## src/rtl/l2_pkg.sv

```systemverilog
// Shared types for the set-associative L2: line coherence states, the latched
// bus request flags and the controller state encoding.
package l2_pkg;

    typedef enum logic [1:0] {
        L2_I = 2'd0,
        L2_C = 2'd1,
        L2_D = 2'd2
    } l2_state_t;

    // Request attributes that survive past the bus handshake.
    typedef struct packed {
        logic rw;
    } bus_req_t;

    typedef enum logic [2:0] {
        StIdle,
        StLookup,
        StWb,
        StFillReq,
        StFillWait,
        StResp
    } l2_fsm_t;

endpackage

```

## src/rtl/l2_assoc_array.sv

```systemverilog
// Line storage for SETS x WAYS lines plus one round-robin pointer per set.
// Lookup is combinational; the single write port and pointer advance are
// registered.
module l2_assoc_array
    import l2_pkg::*;
#(
    parameter int unsigned INDEX_BITS = 4,
    parameter int unsigned TAG_BITS   = 2,
    parameter int unsigned WAYS       = 2,
    parameter int unsigned LINE_BITS  = 1,
    parameter int unsigned WAY_BITS   = (WAYS > 1) ? $clog2(WAYS) : 1
) (
    input  logic                  clk_i,
    input  logic                  reset_i,
    // lookup port
    input  logic [INDEX_BITS-1:0] rd_index_i,
    input  logic [TAG_BITS-1:0]   rd_tag_i,
    output logic [WAYS-1:0]       hit_vec_o,
    output logic [WAY_BITS-1:0]   hit_way_o,
    output logic [LINE_BITS-1:0]  hit_data_o,
    output logic [WAY_BITS-1:0]   victim_way_o,
    output logic                  victim_rr_o,
    output l2_state_t             victim_state_o,
    output logic [TAG_BITS-1:0]   victim_tag_o,
    output logic [LINE_BITS-1:0]  victim_data_o,
    // write port
    input  logic                  we_i,
    input  logic [INDEX_BITS-1:0] wr_index_i,
    input  logic [WAY_BITS-1:0]   wr_way_i,
    input  l2_state_t             wr_state_i,
    input  logic [TAG_BITS-1:0]   wr_tag_i,
    input  logic [LINE_BITS-1:0]  wr_data_i,
    // round-robin pointer advance
    input  logic                  ptr_adv_i,
    input  logic [INDEX_BITS-1:0] ptr_index_i
);

    localparam int unsigned SETS = 1 << INDEX_BITS;

    typedef struct packed {
        l2_state_t             state;
        logic [TAG_BITS-1:0]   tag;
        logic [LINE_BITS-1:0]  data;
    } line_t;

    line_t               lines_q [SETS][WAYS];
    logic [WAY_BITS-1:0] ptr_q   [SETS];
    logic [WAY_BITS-1:0] victim_way;
    line_t               wr_line;
    line_t               victim_line;

    // Tag compare across the set and victim choice (lowest invalid way, else pointer).
    always_comb begin
        hit_vec_o   = '0;
        hit_way_o   = '0;
        hit_data_o  = '0;
        victim_rr_o = 1'b1;
        victim_way  = ptr_q[rd_index_i];
        // Descending scan so the lowest-numbered matching way wins.
        for (int w = int'(WAYS) - 1; w >= 0; w--) begin
            if (lines_q[rd_index_i][w].state == L2_I) begin
                victim_rr_o = 1'b0;
                victim_way  = WAY_BITS'(w);
            end else if (lines_q[rd_index_i][w].tag == rd_tag_i) begin
                hit_vec_o[w] = 1'b1;
                hit_way_o    = WAY_BITS'(w);
                hit_data_o   = lines_q[rd_index_i][w].data;
            end
        end
        victim_line    = lines_q[rd_index_i][victim_way];
        victim_way_o   = victim_way;
        victim_state_o = victim_line.state;
        victim_tag_o   = victim_line.tag;
        victim_data_o  = victim_line.data;
    end

    // Pack the write port into one line record.
    always_comb begin
        wr_line = '{state: wr_state_i, tag: wr_tag_i, data: wr_data_i};
    end

    // Storage update; reset invalidates every line and rewinds every pointer.
    always_ff @(posedge clk_i) begin
        if (reset_i) begin
            for (int s = 0; s < int'(SETS); s++) begin
                ptr_q[s] <= '0;
                for (int w = 0; w < int'(WAYS); w++) begin
                    lines_q[s][w] <= '{state: L2_I, tag: '0, data: '0};
                end
            end
        end else begin
            if (we_i) begin
                lines_q[wr_index_i][wr_way_i] <= wr_line;
            end
            if (ptr_adv_i) begin
                // WAYS is a power of two, so plain increment wraps mod WAYS.
                ptr_q[ptr_index_i] <= (WAYS > 1) ? ptr_q[ptr_index_i] + WAY_BITS'(1) : '0;
            end
        end
    end

endmodule

```

## src/rtl/l2_assoc_cache.sv

```systemverilog
// N-way set-associative write-back L2. One outstanding line request from the
// bus; misses write back a dirty victim, then fill (reads) or install the
// full-line write directly.
module l2_assoc_cache
    import l2_pkg::*;
#(
    parameter int unsigned ADDR_BITS  = 6,
    parameter int unsigned INDEX_BITS = 4,
    parameter int unsigned WAYS       = 2,
    parameter int unsigned LINE_BITS  = 1,
    parameter int unsigned CNT_BITS   = 16
) (
    input  logic                 clk_i,
    input  logic                 reset_i,
    input  logic                 l2_req_valid_i,
    output logic                 l2_req_ready_o,
    input  logic [ADDR_BITS-1:0] l2_req_addr_i,
    input  logic                 l2_req_rw_i,
    input  logic [LINE_BITS-1:0] l2_req_data_i,
    output logic                 l2_resp_valid_o,
    output logic [LINE_BITS-1:0] l2_resp_data_o,
    output logic                 mem_req_valid_o,
    output logic                 mem_req_rw_o,
    output logic [ADDR_BITS-1:0] mem_req_addr_o,
    output logic [LINE_BITS-1:0] mem_req_data_o,
    input  logic                 mem_req_ready_i,
    input  logic                 mem_resp_valid_i,
    input  logic [LINE_BITS-1:0] mem_resp_data_i,
    output logic [CNT_BITS-1:0]  hit_count_o,
    output logic [CNT_BITS-1:0]  miss_count_o
);

    localparam int unsigned TAG_BITS = ADDR_BITS - INDEX_BITS;
    localparam int unsigned WAY_BITS = (WAYS > 1) ? $clog2(WAYS) : 1;

    l2_fsm_t              state_q;
    bus_req_t             req_q;
    logic [ADDR_BITS-1:0] addr_q;
    logic [LINE_BITS-1:0] data_q;
    logic [WAY_BITS-1:0]  victim_way_q;

    logic                 ready_q;
    logic                 resp_valid_q;
    logic [LINE_BITS-1:0] resp_data_q;
    logic                 mreq_valid_q;
    logic                 mreq_rw_q;
    logic [ADDR_BITS-1:0] mreq_addr_q;
    logic [LINE_BITS-1:0] mreq_data_q;
    logic [CNT_BITS-1:0]  hit_cnt_q;
    logic [CNT_BITS-1:0]  miss_cnt_q;

    logic [INDEX_BITS-1:0] index;
    logic [TAG_BITS-1:0]   tag;
    logic [WAYS-1:0]       hit_vec;
    logic                  hit;
    logic [WAY_BITS-1:0]   hit_way;
    logic [LINE_BITS-1:0]  hit_data;
    logic [WAY_BITS-1:0]   victim_way;
    logic                  victim_rr;
    l2_state_t             victim_state;
    logic [TAG_BITS-1:0]   victim_tag;
    logic [LINE_BITS-1:0]  victim_data;

    logic                  arr_we;
    logic [WAY_BITS-1:0]   arr_way;
    l2_state_t             arr_state;
    logic [LINE_BITS-1:0]  arr_data;
    logic                  ptr_adv;

    assign index = addr_q[INDEX_BITS-1:0];
    assign tag   = addr_q[ADDR_BITS-1:INDEX_BITS];
    assign hit   = |hit_vec;

    l2_assoc_array #(
        .INDEX_BITS (INDEX_BITS),
        .TAG_BITS   (TAG_BITS),
        .WAYS       (WAYS),
        .LINE_BITS  (LINE_BITS),
        .WAY_BITS   (WAY_BITS)
    ) u_array (
        .clk_i          (clk_i),
        .reset_i        (reset_i),
        .rd_index_i     (index),
        .rd_tag_i       (tag),
        .hit_vec_o      (hit_vec),
        .hit_way_o      (hit_way),
        .hit_data_o     (hit_data),
        .victim_way_o   (victim_way),
        .victim_rr_o    (victim_rr),
        .victim_state_o (victim_state),
        .victim_tag_o   (victim_tag),
        .victim_data_o  (victim_data),
        .we_i           (arr_we),
        .wr_index_i     (index),
        .wr_way_i       (arr_way),
        .wr_state_i     (arr_state),
        .wr_tag_i       (tag),
        .wr_data_i      (arr_data),
        .ptr_adv_i      (ptr_adv),
        .ptr_index_i    (index)
    );

    // Array write and pointer strobes, decoded from the current state.
    always_comb begin
        arr_we    = 1'b0;
        arr_way   = victim_way_q;
        arr_state = L2_D;
        arr_data  = data_q;
        ptr_adv   = 1'b0;
        unique case (state_q)
            StLookup: begin
                if (hit) begin
                    arr_we  = req_q.rw;
                    arr_way = hit_way;
                end else begin
                    // Filling an invalid way leaves the pointer alone.
                    ptr_adv = victim_rr;
                    if (req_q.rw && victim_state != L2_D) begin
                        arr_we  = 1'b1;
                        arr_way = victim_way;
                    end
                end
            end
            // mem_req_valid is held high for the whole of StWb.
            StWb: arr_we = req_q.rw && mem_req_ready_i;
            StFillWait: begin
                arr_we    = mem_resp_valid_i;
                arr_state = L2_C;
                arr_data  = mem_resp_data_i;
            end
            default: ;
        endcase
    end

    // Controller: request latch, memory handshake, counters and registered outputs.
    always_ff @(posedge clk_i) begin
        if (reset_i) begin
            state_q      <= StIdle;
            req_q        <= '0;
            addr_q       <= '0;
            data_q       <= '0;
            victim_way_q <= '0;
            ready_q      <= 1'b0;
            resp_valid_q <= 1'b0;
            resp_data_q  <= '0;
            mreq_valid_q <= 1'b0;
            mreq_rw_q    <= 1'b0;
            mreq_addr_q  <= '0;
            mreq_data_q  <= '0;
            hit_cnt_q    <= '0;
            miss_cnt_q   <= '0;
        end else begin
            resp_valid_q <= 1'b0;
            case (state_q)
                StIdle: begin
                    if (ready_q && l2_req_valid_i) begin
                        req_q.rw <= l2_req_rw_i;
                        addr_q   <= l2_req_addr_i;
                        data_q   <= l2_req_data_i;
                        ready_q  <= 1'b0;
                        state_q  <= StLookup;
                    end else begin
                        ready_q <= 1'b1;
                    end
                end
                StLookup: begin
                    if (hit) begin
                        if (hit_cnt_q != '1) hit_cnt_q <= hit_cnt_q + 1'b1;
                        resp_data_q  <= req_q.rw ? data_q : hit_data;
                        resp_valid_q <= 1'b1;
                        state_q      <= StResp;
                    end else begin
                        if (miss_cnt_q != '1) miss_cnt_q <= miss_cnt_q + 1'b1;
                        victim_way_q <= victim_way;
                        if (victim_state == L2_D) begin
                            mreq_valid_q <= 1'b1;
                            mreq_rw_q    <= 1'b1;
                            mreq_addr_q  <= {victim_tag, index};
                            mreq_data_q  <= victim_data;
                            state_q      <= StWb;
                        end else if (req_q.rw) begin
                            resp_data_q  <= data_q;
                            resp_valid_q <= 1'b1;
                            state_q      <= StResp;
                        end else begin
                            mreq_valid_q <= 1'b1;
                            mreq_rw_q    <= 1'b0;
                            mreq_addr_q  <= addr_q;
                            state_q      <= StFillReq;
                        end
                    end
                end
                StWb: begin
                    if (mem_req_ready_i) begin
                        if (req_q.rw) begin
                            mreq_valid_q <= 1'b0;
                            resp_data_q  <= data_q;
                            resp_valid_q <= 1'b1;
                            state_q      <= StResp;
                        end else begin
                            // Valid stays high; the fill request follows back to back.
                            mreq_rw_q   <= 1'b0;
                            mreq_addr_q <= addr_q;
                            state_q     <= StFillReq;
                        end
                    end
                end
                StFillReq: begin
                    if (mem_req_ready_i) begin
                        mreq_valid_q <= 1'b0;
                        state_q      <= StFillWait;
                    end
                end
                StFillWait: begin
                    if (mem_resp_valid_i) begin
                        resp_data_q  <= mem_resp_data_i;
                        resp_valid_q <= 1'b1;
                        state_q      <= StResp;
                    end
                end
                StResp: begin
                    ready_q <= 1'b1;
                    state_q <= StIdle;
                end
                default: state_q <= StIdle;
            endcase
        end
    end

    assign l2_req_ready_o  = ready_q;
    assign l2_resp_valid_o = resp_valid_q;
    assign l2_resp_data_o  = resp_data_q;
    assign mem_req_valid_o = mreq_valid_q;
    assign mem_req_rw_o    = mreq_rw_q;
    assign mem_req_addr_o  = mreq_addr_q;
    assign mem_req_data_o  = mreq_data_q;
    assign hit_count_o     = hit_cnt_q;
    assign miss_count_o    = miss_cnt_q;

endmodule

```

## config.mk

```make
export PLATFORM = sky130hd
export DESIGN_NAME = l2_assoc_cache
export DESIGN_NICKNAME = d
export VERILOG_FILES = /design/src/rtl/l2_pkg.sv /design/src/rtl/l2_assoc_array.sv /design/src/rtl/l2_assoc_cache.sv
export SDC_FILE = /design/constraint.sdc
export NUM_CORES = 1
export LEC_CHECK = 0
export BUFFER_PORTS_ARGS = -buffer_cell sky130_fd_sc_hd__buf_2
export CORE_MARGIN = 5
export CORE_UTILIZATION = 40
export DETAILED_ROUTE_END_ITERATION = 8
export HOLD_SLACK_MARGIN = 0.15
export PLACE_DENSITY = 0.7
export SLEW_MARGIN = 20
export SYNTH_ARGS = -nofsm -noshare
export SYNTH_HDL_FRONTEND = slang
export SYNTH_SLANG_ARGS = --single-unit
```

## constraint.sdc

```tcl
create_clock -name clk_i -period 3.7 [get_ports clk_i]
set_input_delay 0.555 -clock clk_i [delete_from_list [all_inputs] [get_ports clk_i]]
set_output_delay 0.555 -clock clk_i [all_outputs]
set_load 0.02 [all_outputs]
```

# After elaboration in Yosys (flattened, before gate mapping)
# Memory sizes are Yosys's and may differ from the RTL's. A register that Yosys moved wholly into a read port is not among the register bits.
# Index checks and enable logic that the tools add are counted.
# totals
reg_bits	56
output_inout_bits	44
mem_count	2
word_cells	154
inputBits	14
mem_bits_rw	176
# op_classes
n_mux	87
n_eq_ne	19
addsub	3
bitwise	3
reduce_logical	23
order_cmp	3
# memory_table
memory	depth	width	read_ports	rd_clocked_by_memory_dff	wr	line	rtl
u_array.lines_q	16	10	1	1	16	l2_assoc_array.sv:46	line_t lines_q [SETS][WAYS];
u_array.ptr_q	16	1	1	1	16	l2_assoc_array.sv:47	logic [WAY_BITS-1:0] ptr_q [SETS];
# op_table
op	count
$mux 1	53
$add 16x1->16 const B	2
$ne 16x16->1 const B	2
$mux 10	3
$mux 4	6
$mux 6	4
$mux 3	7
$mux 5	4
$pmux 3 s5	1
$ne 2x2->1 const B	7
$pmux 1 s3	4
$pmux 6 s2	1
$reduce_and 3->1	4
$reduce_or 10->1	1
$reduce_and 4->1	2
$eq 3x2->1 const B	2
$eq 3x3->1 const B	2
$ne 3x3->1 const B	2
$reduce_and 6->1	1
$reduce_bool 3->1	2
$demux 5 s1	1
$eq 2x2->1	2
$ge 2x2->1 const B	2
$logic_and 1x1->1	4
14 further kinds	19

# Logic depth before layout (Yosys ltp)
# Gate-level depths: netlist of the first run.
# logic_depth
word_depth	20
ltp_mapped	15
depth_no_buf	8

# Cells and area by module
# A second synthesis of the first run with hierarchy kept.
# hier_totals
hier_cells	960
hier_area_um2	11666.2
# modules_own_cells
module	n_inst	cells_per_inst	seq_area_each_um2	area_each_um2
l2_assoc_array	1	630	5285.1	8854.7
l2_assoc_cache	1	330	1121.1	2811.4

# Least setup slack after synthesis of the first run
# OpenSTA, ideal clock, no wires.
# synth_timing
kind	flip-flop to flip-flop
from	register with a tool-made name
to	memory u_array.lines_q[2][0] (netlist bit), enable pin
setup_slack_ns	-0.072
stages_incl_launch_ff	12
setup_time_ns	0.374
synth_period_minus_slack_ns	3.772
required_ns	3.326
path_buffers	4
arrival_time_ns	3.398
path_cell_list	dfxtp_1 buf_6 mux4_1 mux4_2 xor2_1 or4_4 buf_6 a41oi_2 buf_4 buf_4 nand3_1 o21ai_0
# synth_rtl
item	line
end: declaration	l2_assoc_array.sv:46

==> results.cfg, run 1 <==
[floorplan]
die-height_um = 178.6
num_io_pins = 58
start_util_pct = 40.69
design.core.area_mm2 = 0.02793
rows = 61
die_w_um = 178.6
die_area_mm2 = 0.03189

[pwr]
cellPowerDensity_mw_per_mm2 = 593.3
swShare_pct = 29.94
vdd_drop_max_mv = 0.4439
comb_power_share_pct = 25.9
internal_power_w = 0.005633
switching_power_w = 0.002407
total_power_w = 0.008040
power_leakage_nw = 4.591
seqPwrFrac_pct = 39.1
pwr-share-clk_pct = 35.0

[run]
drv_cap = 0

[global_routing]
grt_use_total_pct = 18.62
grt_max_degree = 66
grt_pass1_vias = 8123
grt_overflow = 0
grt_pass1_wl_um = 46340
antenna_found_initial = 1

[worst_setup_path]
path_max_fanout = 8
worstSetupEndpointType = flip-flop
crit_arrival_ns = 3.83
r2r_setup_slack_ns = 0.11
critPathKind = reg -> reg
worstReg2RegEnd = u_array.lines_q[9][3]
worstRegToRegCells = 9
startpoint_type = flip-flop
worst_ep_required_time_ns = 3.94

[sta]
fmax_mhz = 278.4
timing.final.crit_share_pct = 97.08
worst_pin_slew_ns = 0.6614
fin_skew_ns = 0.01523
period_minus_slack_ns = 3.592
setup_ws_ns = 0.1080
maxSlewViolCount = 0
rsz0062_at_grt = false
setup_viol = 0
hold_viol = 0
slew_headroom_pct = 55.91
worst_hold_slack_ns = 0.2733

[clock_network]
postCtsSetupBuffers = 0
path_clk_slew_ns = 0.07
ctsHoldBuffers = 0
numCtsBuffers = 24
clk_latency_ns = 0.52
htree_levels = 1
tritoncts = done
cts-resized-gates = 1
cts_root_buffer = clkbuf_16
clock-sinks = 236
clock_path_buffers = 3

[logic_synthesis]
syn_area_mm2 = 0.01137
synthDistinctLibCells = 57
synthCells = 980
async_flop_share_pct = 0
synth_edf_count = 176
avgSynthCellArea_um2 = 11.60
synth_seq_area_share_pct = 57.07
yosys_register_bits = 236
syn-num-nets = 996
ys.flop_type = edfxtp_1
yosys_warnings = 0

[placed_design]
gp_congestion = 0.9114
port-buffer-count = 57
hpwl_um = 20770
dpl_cell_area_mm2 = 0.01262
pre_cts_slack_ns = 0.01833

[worst_hold_path]
hold_end = req_q
min_from = l2_req_rw_i
min_path_cells = 3
worstHoldPathType = in -> reg

[detailed_routing]
drc = 0
vias_per_cell = 5.764
finalWirelength_um = 29880
drtAntennaViolNets = 0
drt_iter0_drc = 766
post_drt_wl_per_cell_um = 20.51
dr.pass1.iters = 5
vias = 8398

[cells_and_area]
design_area_mm2 = 0.01355
layout_common_cells = 176 x edfxtp_1, 164 x nor3_1, 86 x buf_4
nets = 1077
diodes = 0
drive_gt1_share_pct = 23.73
area_delta_synth_final_pct = 19.23
layout_commonest_cell = edfxtp_1

[run_status]
outcome = finished clean
## critical path: stages, from the launching register on
cell,delay [ns]
dfxtp_4,0.42
mux4_1,0.58
mux4_2,0.52
xor2_1,0.16
or4_4,0.56
a41oi_2,0.26
buf_4,0.21
nand3_1,0.13
o21ai_0,0.26
buf_4,0.19
## per-layer routing
layer  routed length, um  track usage (%)
met1               12070            24.78
met2               14600            31.48
met3                2488            3.328
met4                 709            5.117
met5                  13                0
## synth_stat cells, drive strengths merged (5+ instances only)
cell type / n / share of area (%)
a211oi: 5 / 0.33
a21oi: 32 / 1.4
a22oi: 7 / 0.46
and2: 5 / 0.28
and3: 6 / 0.33
buf: 42 / 2.1
clkbuf: 60 / 2.0
dfxtp: 60 / 11
edfxtp: 176 / 46
inv: 8 / 0.26
mux2: 10 / 0.99
mux2i: 35 / 3.1
mux4: 42 / 8.6
nand2: 60 / 2.0
nand3: 38 / 1.7
nand4: 13 / 0.72
nor2: 52 / 1.7
nor2b: 12 / 0.66
nor3: 164 / 7.2
nor4: 5 / 0.28
o21ai: 62 / 2.7
o31ai: 17 / 1.1
or3: 5 / 0.28
or4: 18 / 1.2
## power by group through the flow
stage          Combinational [W]  Clock, W  Sequential, W
2_1_floorplan            0.00131         0        0.00315
3_3_place_gp             0.00201         0        0.00319
3_5_place_dp             0.00204         0        0.00320
4_1_cts                  0.00206   0.00285        0.00314
5_1_grt                  0.00222   0.00297        0.00316
6_report                 0.00208   0.00281        0.00315
## how the worst max path moves through the flow
stage                                   to  slack [ns]  cells after the start
floorplan            u_array.lines_q[2][0]       -0.07                     11
global placement    u_array.lines_q[15][2]        0.08                      9
detailed placement  u_array.lines_q[15][0]        0.02                      9
CTS                  u_array.lines_q[8][4]        0.03                      9
global route         u_array.lines_q[2][4]      0.0008                      9
finish               u_array.lines_q[9][3]        0.11                      9
## stage by stage
step                      util, %  cells  setup TNS [ns]
final                       48.51   1457               0
after global routing        48.51   1457               0
after CTS                   48.49   1457               0
after detailed placement    45.18   1413               0
after global placement      45.18   1413               0
after floorplan                 -    980          -5.213
## cell families after synthesis
logic type	Yosys count	share of synthesized area (%)
AND/OR/NAND/NOR	388	16.97
flip-flops	236	57.07
AO/OA/AOI/OAI	151	8.278
buffers and inverters	110	4.337
multiplexers	87	12.66
XOR/XNOR	6	0.4623
adder cells (fa/ha/maj)	2	0.2201
## cell type report
cell class / count / area (um2)
multi-input cells: 634 / 4429
inverters: 8 / 30.03
well taps: 378 / 473.0
clock buffers: 26 / 629.4
repair buffers: 157 / 1202
clock inverters: 18 / 296.5
flip-flops and latches: 236 / 6491
fillers: 2439 / 14380
## sequential cells by signal, indices dropped and copies added (netlist names), 3 cells and up, named ones only
| name | cells |
|---|---|
| u_array.lines_q | 160 |
| hit_count_o | 16 |
| miss_count_o | 16 |
| u_array.ptr_q | 16 |
| addr_q | 6 |
| mem_req_addr_o | 6 |
| state_q | 3 |
Power figures use the tool's default switching activity.
==> run 2: changes to the inputs <==
- clock period: 3.7 -> 3 ns (I/O delays scaled with it)
==> run 2 against run 1 <==
The run now ends with negative setup slack left. Routed wire length is 34% higher. Maximum frequency is 0.58% lower. Via count up 17%. First-iteration DRC count grew 30%. Clock skew up 0.0067 ns. Non-clock buffer count rose by 95. Global-route usage rose by 5.2 points. Core utilization is 11 points higher. Cell count increased by 6.8%. Critical path type unchanged. Largest cell class unchanged.
==> results.cfg, run 2 (synthesis results as in run 1) <==
[detailed_routing]
drtAntennaViolNets = 0
dr.pass1.iters = 5
dr_wl_met2_um = 19130
wl_met3_um = 4073
drc = 0
wl_met1_um = 14740
vias = 9834
post_drt_wl_per_cell_um = 25.80
finalWirelength_um = 40150
drt_iter0_drc = 999
highest_layer = met4
vias_per_cell = 6.320

[pwr]
pwr-share-clk_pct = 26.3
swShare_pct = 34.50
switching_power_w = 0.004009
vdd_drop_max_mv = 0.4348
power_leakage_nw = 5.843
internal_power_w = 0.007612
cellPowerDensity_mw_per_mm2 = 701.2
seqPwrFrac_pct = 33.4
comb_power_share_pct = 40.3
total_power_w = 0.01162

[floorplan]
num_io_pins = 58
design.core.area_mm2 = 0.02793
die_area_mm2 = 0.03189
rows = 61
start_util_pct = 40.69
die_w_um = 178.6
die-height_um = 178.6

[cells_and_area]
multi_input_area_mm2 = 0.005943
area_delta_synth_final_pct = 45.83
layout_common_cells = 176 x edfxtp_1, 91 x buf_4, 87 x nor3_2
regMostFlops = u_array.lines_q
design_area_mm2 = 0.01657
fillers = 2032
ff_latch_area_mm2 = 0.006492
nets = 1175
largest_reg_flops = 160
drive_gt1_share_pct = 46.60
layout_commonest_cell = edfxtp_1
diodes = 0

[worst_setup_path]
crit_arrival_ns = 3.88
path_max_fanout = 8
max_stage_delay_ns = 0.54
cp_cell_sequence = buf_6, mux4_2, mux4_2, xor2_2, or4_4, and3_4, buf_6, o2bb2ai_4, buf_12, buf_12, buf_12, nor3_1
startpoint_type = flip-flop
worstSetupEndpointType = flip-flop
cpMaxStageDelayCell = mux4_2
critPathKind = reg -> reg
path_common_cell = buf_12
worst_ep_required_time_ns = 3.27

[run_status]
outcome = finished, violations left
violations = negative setup slack

[sta]
worst_pin_slew_ns = 0.9982
fin_skew_ns = 0.02193
period_minus_slack_ns = 3.613
timing.final.crit_share_pct = 120.4
fmax_mhz = 276.8
setup_viol = 397
setup_ws_ns = -0.6129
slew_headroom_pct = 33.27
maxSlewViolCount = 0
rsz0062_at_grt = true
hold_viol = 0

[placed_design]
port-buffer-count = 57
gp_congestion = 0.9067
dpl_cell_area_mm2 = 0.01348
hpwl_um = 22340

[clock_network]
clk_latency_ns = 0.55
numCtsBuffers = 26
clock-sinks = 236
clock_path_buffers = 3
cts_root_buffer = clkbuf_16
path_clk_slew_ns = 0.06
htree_levels = 1
tritoncts = done

[global_routing]
grt_overflow = 0
antenna_found_initial = 0
grt_max_degree = 66
grt_pass1_vias = 9646
grt_use_total_pct = 23.86
grt_pass1_wl_um = 58230

[run]
drv_cap = 0

[worst_hold_path]
worstHoldPathType = in -> reg
-- run 2: cell types whose count changed in the layout (fill, tap and decap cells not counted), moves of 10 or more --
cell | previous run | this run
buf_16 | 0 | 12
o21ai_0 | 55 | 18
nor3_1 | 164 | 44
nand3_4 | 0 | 10
nand3_1 | 38 | 23
buf_12 | 13 | 40
buf_6 | 1 | 35
nor3_2 | 0 | 87
nor3_4 | 0 | 33
o21ai_4 | 0 | 29
-- run 2: critical path: cells and delay by family (launching register included) --
family | cells | cell delay [ns]
buffers and inverters | 5 | 0.68
DFF | 1 | 0.43
AOI/OAI and AO/OA | 1 | 0.23
xor gates and xnor gates | 1 | 0.18
muxes | 2 | 1.06
and+or+nand+nor | 3 | 0.74
-- run 2: metrics by stage --
stage | utilization (%) | setup TNS [ns] | worst slack (ns) | cells | hold WS [ns]
finish | 59.33 | -190.52 | -0.6129 | 1556 | 0.1557
global route | 59.33 | -211.54 | -0.6622 | 1556 | 0.1546
floorplan | - | -75.69 | -0.4310 | 980 | 0.4602
CTS | 57.34 | -148.35 | -0.4766 | 1548 | 0.1528
global placement | 48.25 | -150.94 | -0.5265 | 1437 | 0.4421
detailed placement | 48.25 | -178.22 | -0.5971 | 1437 | 0.4480
-- run 2: timing repair --
| action | 4_1_cts | 5_1_grt |
|---|---|---|
| setup buffers | 41 | 12 |
| gates cloned | 22 | 3 |
| hold buffers | 2 | 0 |
| gates resized for setup | 162 | 134 |
| setup endpoints to repair | 397 | 398 |
| pin swaps | 53 | 52 |
| hold endpoints to repair | 2 | 0 |
-- run 2: cell type report --
class                      count  share of cell area [%]
clock buffer                  29                   3.993
multi-input combinational    635                   35.86
timing repair buffer         252                   17.13
sequential                   236                   39.17
clock inverter                18                  0.8077
tap                          378                   2.853
inverter                       8                  0.1887
-- run 2: layer usage --
layer,vias to the layer above,GRT usage [%]
li1,4146,-
met1,4901,30.70
met2,638,38.91
met3,149,5.214
met4,0,10.39
met5,-,0
-- run 2: power groups by stage --
stage / clock network, W / logic [W] / registers [W]
floorplan: 0 / 0.00202 / 0.00389
global placement: 0 / 0.00301 / 0.00392
detailed placement: 0 / 0.00305 / 0.00393
CTS: 0.00303 / 0.00427 / 0.00386
global route: 0.00321 / 0.00486 / 0.00390
finish: 0.00305 / 0.00469 / 0.00388
-- run 2: worst paths after layout --
path	startpoint	end	cells past startpoint	slack, ns
min	l2_req_data_i	data_q	3	0.16
min reg2reg	mem_req_addr_o[0]	mem_req_addr_o[0]	2	0.46
max	flip-flop	u_array.lines_q[9][7]	12	-0.61
max reg2reg	flip-flop	u_array.lines_q[9][7]	12	-0.61
